===== src/rtl/usb_pkt_fifo.sv =====
// usb_pkt_fifo: synchronous packet FIFO with speculative write, commit/discard
// and first-word-fall-through read from a synchronous block RAM.
// Writers push speculatively; only committed words ever reach the read side.
module usb_pkt_fifo #(
   parameter int DATA_W    = 8,
   parameter int ADDR_W    = 6,
   parameter int AFULL_THR = 56
) (
   input  logic              clk_i,
   input  logic              rst_ni,
   input  logic              flush_i,
   input  logic [DATA_W-1:0] wr_data_i,
   input  logic              wr_push_i,
   input  logic              wr_commit_i,
   input  logic              wr_discard_i,
   output logic              wr_full_o,
   output logic              almost_full_o,
   output logic [ADDR_W:0]   wr_level_o,
   output logic              drop_o,
   output logic [DATA_W-1:0] rd_data_o,
   output logic              rd_valid_o,
   input  logic              rd_pop_i,
   output logic [ADDR_W:0]   rd_level_o,
   output logic              ovf_o,
   output logic              udf_o,
   input  logic              err_clr_i
);

   localparam int DEPTH = 2**ADDR_W;
   localparam int PW    = ADDR_W + 1;

   logic [DATA_W-1:0] mem [DEPTH];

   // wr_ptr: speculative tail, cm_ptr: committed tail, rd_ptr: head.
   // cm_vis is cm_ptr one cycle late; it paces when committed words become visible.
   logic [PW-1:0] wr_ptr, cm_ptr, rd_ptr, cm_vis;
   logic [PW-1:0] wr_level, rd_level, wr_ptr_inc, rd_ptr_nxt;
   logic          pkt_bad, drop, ovf, udf, rd_valid;
   logic [DATA_W-1:0] rd_data;
   logic          full, live;
   logic          push_ok, push_drop, bad_now;
   logic          commit_ok, commit_drop, pop_ok, pop_udf;

   assign wr_level = wr_ptr - rd_ptr;
   assign rd_level = cm_ptr - rd_ptr;
   assign full     = (wr_level == PW'(DEPTH));

   // flush_i masks every other request; discard masks push and commit.
   assign live       = ~flush_i;
   assign push_ok    = live & wr_push_i & ~wr_discard_i & ~full;
   assign push_drop  = live & wr_push_i & ~wr_discard_i & full;
   // An overflow in the same cycle as the commit already corrupts the packet.
   assign bad_now    = pkt_bad | push_drop;
   assign commit_ok   = live & wr_commit_i & ~wr_discard_i & ~bad_now;
   assign commit_drop = live & wr_commit_i & ~wr_discard_i & bad_now;
   assign pop_ok     = live & rd_pop_i & rd_valid;
   assign pop_udf    = live & rd_pop_i & ~rd_valid;

   assign wr_ptr_inc = wr_ptr + PW'(push_ok);
   assign rd_ptr_nxt = rd_ptr + PW'(pop_ok);

   // Pointer updates: flush clears, discard or bad commit rewinds the tail.
   always_ff @(posedge clk_i or negedge rst_ni) begin
      if (!rst_ni) begin
         wr_ptr <= '0;
         cm_ptr <= '0;
         rd_ptr <= '0;
         cm_vis <= '0;
      end else if (flush_i) begin
         wr_ptr <= '0;
         cm_ptr <= '0;
         rd_ptr <= '0;
         cm_vis <= '0;
      end else begin
         if (wr_discard_i || commit_drop) wr_ptr <= cm_ptr;
         else                             wr_ptr <= wr_ptr_inc;
         if (commit_ok) cm_ptr <= wr_ptr_inc;
         rd_ptr <= rd_ptr_nxt;
         cm_vis <= cm_ptr;
      end
   end

   // Packet-bad tracking, drop pulse and sticky error flags.
   always_ff @(posedge clk_i or negedge rst_ni) begin
      if (!rst_ni) begin
         pkt_bad <= 1'b0;
         drop    <= 1'b0;
         ovf     <= 1'b0;
         udf     <= 1'b0;
      end else if (flush_i) begin
         pkt_bad <= 1'b0;
         drop    <= 1'b0;
      end else begin
         if (wr_commit_i || wr_discard_i) pkt_bad <= 1'b0;
         else if (push_drop)              pkt_bad <= 1'b1;
         // A bad commit with nothing speculative is a plain no-op.
         drop <= commit_drop & (wr_ptr_inc != cm_ptr);
         ovf  <= push_drop | (ovf & ~err_clr_i);
         udf  <= pop_udf   | (udf & ~err_clr_i);
      end
   end

   // RAM write port, no reset on storage.
   always_ff @(posedge clk_i) begin
      if (push_ok) mem[wr_ptr[ADDR_W-1:0]] <= wr_data_i;
   end

   // FWFT output register: prefetch the next head while popping.
   always_ff @(posedge clk_i or negedge rst_ni) begin
      if (!rst_ni) begin
         rd_data  <= '0;
         rd_valid <= 1'b0;
      end else begin
         rd_data  <= mem[rd_ptr_nxt[ADDR_W-1:0]];
         rd_valid <= live & (cm_vis != rd_ptr_nxt);
      end
   end

   assign wr_full_o     = full;
   assign almost_full_o = (wr_level >= PW'(AFULL_THR));
   assign wr_level_o    = wr_level;
   assign rd_level_o    = rd_level;
   assign drop_o        = drop;
   assign rd_data_o     = rd_data;
   assign rd_valid_o    = rd_valid;
   assign ovf_o         = ovf;
   assign udf_o         = udf;

endmodule


===== config.mk =====
export PLATFORM = sky130hd
export DESIGN_NAME = usb_pkt_fifo
export DESIGN_NICKNAME = d
export VERILOG_FILES = /design/src/rtl/usb_pkt_fifo.sv
export SDC_FILE = /design/constraint.sdc
export NUM_CORES = 1
export LEC_CHECK = 0
export CAP_MARGIN = 20
export CORE_MARGIN = 3
export CORE_UTILIZATION = 40
export DETAILED_ROUTE_END_ITERATION = 10
export PLACE_DENSITY = 0.66
export SETUP_SLACK_MARGIN = 0.15
export SYNTH_ARGS = -nofsm -noshare
export SYNTH_HDL_FRONTEND = slang
export SYNTH_SLANG_ARGS = --single-unit

===== constraint.sdc =====
create_clock -name clk_i -period 4.05 [get_ports clk_i]
set_input_delay 1.215 -clock clk_i [delete_from_list [all_inputs] [get_ports clk_i]]
set_output_delay 1.215 -clock clk_i [all_outputs]
set_load 0.01 [all_outputs]

==> flow_summary.ini <==
[critical_path]
timing.critical_path.mode_cell = inv_2
path_delay_family = compound AO/OA/AOI/OAI gates
crit_type = reg2out
path_cells = inv_2 -> ha_4 -> inv_2 -> fa_2 -> a211oi_4 -> buf_4 -> nor4b_1 -> a211o_1 -> or2_4 -> a31o_4 -> buf_6
cpMaxStageDelayCell = fa_2
endpoint_kind = primary output
worstPathArrival_ps = 2920
required_ps = 2830
cp-start-kind = flip-flop
critPathMaxFanout = 2
critPathMaxStageDelay_ps = 420
critPathBufInv = 4

[placed_design]
dp_cells = 1955
gp_congestion = 0.7894
dp_hpwl_um = 34060
io_buffer_count = 43
place_area_um2 = 24830

[timing]
hold_violations = 0
clock_skew_ps = 25.68
fin_crit_sh = 1.022
worst_slack_ps = -89.24
rsz0062_at_grt = true
fin_crit_ps = 4139
worstMarginPinSlew_ps = 906.1
slew_viol_final = 0
slew_headroom = 0.3959
setup_viol = 3
fmax_mhz = 241.6

[floorplan]
die_y_um = 242.1
rows = 85
design.core.area_um2 = 54450
pin_count = 44
fp.dieW_um = 242.1
start_util = 0.4095
die_area_um2 = 58610

[logic_synthesis]
synth_cell_type_count = 53
yosys.area.top_type = edfxtp_1
avgSynthCellArea_um2 = 20.70
syn_area_um2 = 22300
synth.ff_latch_count = 553
synth_commonest_cells = edfxtp_1, mux4_2, nor3_1, dfrtp_1, clkbuf_1
yosys_warnings = 0
synthCells = 1077
synth-edff-count = 512
yosysMostFrequentCell = edfxtp_1
ys.flop_type = edfxtp_1
synth_fp_nets = 1111
synth_seq_area_share = 0.7355
synthTopCellsByArea = edfxtp_1, mux4_2, dfrtp_1, nor3_1, ha_1
async_flop_share = 0.07414
synth_top_area_share = 0.6895

[clock_tree]
cts-root-buf = clkbuf_16
cts_tree = built
clkTransAtPathRegs_ps = 60
worstSkewPairLatency_ps = 610
clkSinkCount = 553
ctsHoldBuffers = 0
cts_buffers = 54
cts_buffer_depth = 3
h-tree-depth = 2

[global_route]
grt-ovfl-total = 0
grt_pass1_vias = 11650
track_usage = 0.1766
antenna_found_initial = 0
grt_pass1_wl_um = 77140
grt_max_degree = 65

[pwr]
vdd_drop_max_mv = 0.3422
p_switching_uw = 2224
p_per_area_nw_per_um2 = 423.6
intPower_uw = 9163
switching_share = 0.1953
power_uw = 11390
p_comb_frac = 0.020
p_leak_uw = 0.008888
p_clk_frac = 0.431
power_frac_seq = 0.549

[routing]
drt_wl_total_um = 51810
drc = 0
wl_per_cell_um = 25.02
firstDrtPassIters = 5
drt-vias-per-instance = 5.512
vias = 11420
ant_nets = 0
drtIter0Drc = 1116

[hold_path]
hp-class = in2async

[cells_and_area]
final_nets = 1324
drive_gt1_frac = 0.3566
area_delta_synth_final_pct = 20.55
final_cells = 2071
final_area_um2 = 26880
diodes = 0

[run]
maxCapViolCount = 0

[status]
violations = negative setup slack
outcome = finished with violations
==> worst paths after layout <==
| kind | start | endpoint | slack, ps | depth (start not counted) |
|---|---|---|---|---|
| max in group asynchronous | rst_ni | wr_ptr[2]$_DFF_PN0_ | 3140 | 2 |
| worst max register to register | wr_ptr[0]$_DFF_PN0_ | drop_o$_DFF_PN0_ | 130 | 21 |
| worst max-delay path | wr_ptr[0]$_DFF_PN0_ | almost_full_o | -90 | 11 |
| worst min register to register | ovf_o$_DFFE_PN0N_ | ovf_o$_DFFE_PN0N_ | 480 | 1 |
| min in group clk_i | ovf_o$_DFFE_PN0N_ | ovf_o$_DFFE_PN0N_ | 480 | 1 |
| worst min-delay path | rst_ni | rd_ptr[6]$_DFF_PN0_ | 450 | 1 |
==> cells in the final DEF, fill, tap and decap left out, types with 6 or more instances in the layout <==
master           count
ha_4                 6
clkinv_1             7
clkbuf_1             9
mux2i_1              9
buf_12              19
clkinv_2            15
edfxtp_1           512
nor2_1              19
nor4_1               7
nand2_1             16
buf_2               16
a22oi_1             14
xor2_1              16
dfrtp_1             41
mux4_2             157
xnor2_1             13
clkbuf_16           55
buf_4              146
clkdlybuf4s50_1     25
or3_1                6
buf_6                6
nand2b_1            11
nor2b_1             11
ha_1                10
inv_1               17
nand3_1             10
nor3_1              60
==> metrics by stage <==
step / setup TNS (ps) / hold slack [ps] / setup slack, ps / util
floorplan: 0 / 509.5 / 146.6 / -
global placement: -3404 / 468.6 / -376.9 / 0.4544
detailed placement: -2303 / 467.0 / -372.4 / 0.4559
CTS: -212.4 / 480.5 / -122.5 / 0.4905
global route: -501.0 / 428.6 / -195.9 / 0.4936
finish: -178.5 / 448.9 / -89.24 / 0.4936
==> worst register-to-register path: stages (launching register included) <==
cell and delay (ps):
dfrtp_1 380, inv_2 90, ha_4 130, inv_2 40, fa_2 420, a211oi_4 260
buf_4 150, nor2_4 30, xnor2_2 140, or4_4 450, buf_6 140, buf_6 120
o21bai_4 130, inv_2 70, ha_4 170, ha_4 180, nand2_4 60, nor2_4 40
xnor2_2 210, xor2_1 240, o2111ai_2 170, o2111a_1 180
==> registers in the layout, summed over array words and instances, names as in the netlist <==
name	count
rd_valid_o	1
rd_data_o	8
cm_vis	7
ovf_o	1
udf_o	1
cm_ptr	7
pkt_bad	1
mem	512
drop_o	1
wr_ptr	7
rd_ptr	7
==> power groups by stage <==
stage / clock network, µW / logic [µW] / registers (µW)
after floorplan: 0 / 51.7 / 6370
after global placement: 0 / 200 / 6370
after detailed placement: 0 / 211 / 6370
after CTS: 5010 / 218 / 6250
after global routing: 5250 / 240 / 6250
final: 4910 / 223 / 6250
==> area by class of cell <==
cell class                 count  area (µm²)
sequential                   553       16400
fill                        4380       27570
multi-input combinational    443        5802
tap                          739       924.6
clock inverter                31       282.8
clock buffer                  67        1451
inverter                      20       75.07
timing repair buffer         218        1943
==> cells by family (layout without fill, tap and decap cells) <==
logic type | Yosys count | after routing | synth area share
flops | 553 | 553 | 0.7355
mux | 178 | 178 | 0.1687
simple gates | 161 | 161 | 0.03748
buf+inv | 81 | 336 | 0.01526
compound gates | 51 | 51 | 0.01852
xor+xnor | 35 | 35 | 0.01375
fa+ha+maj | 18 | 18 | 0.01077
==> timing repair <==
item / in CTS / in global routing
pin swaps: 15 / 16
setup endpoints to repair: 9 / 176
resized for setup: 42 / 24
buffers inserted: 10 / 5
==> metal layers <==
layer,GRT usage,routed length (µm),up-vias,part of all wire
met4,0.04402,1126,0,0.022
li1,-,-,4880,-
met1,0.2503,21910,6013,0.42
met2,0.2733,23960,443,0.46
met5,0,0,-,0
met3,0.04815,4824,79,0.093
Note: power is estimated with default switching activity, not from simulation.
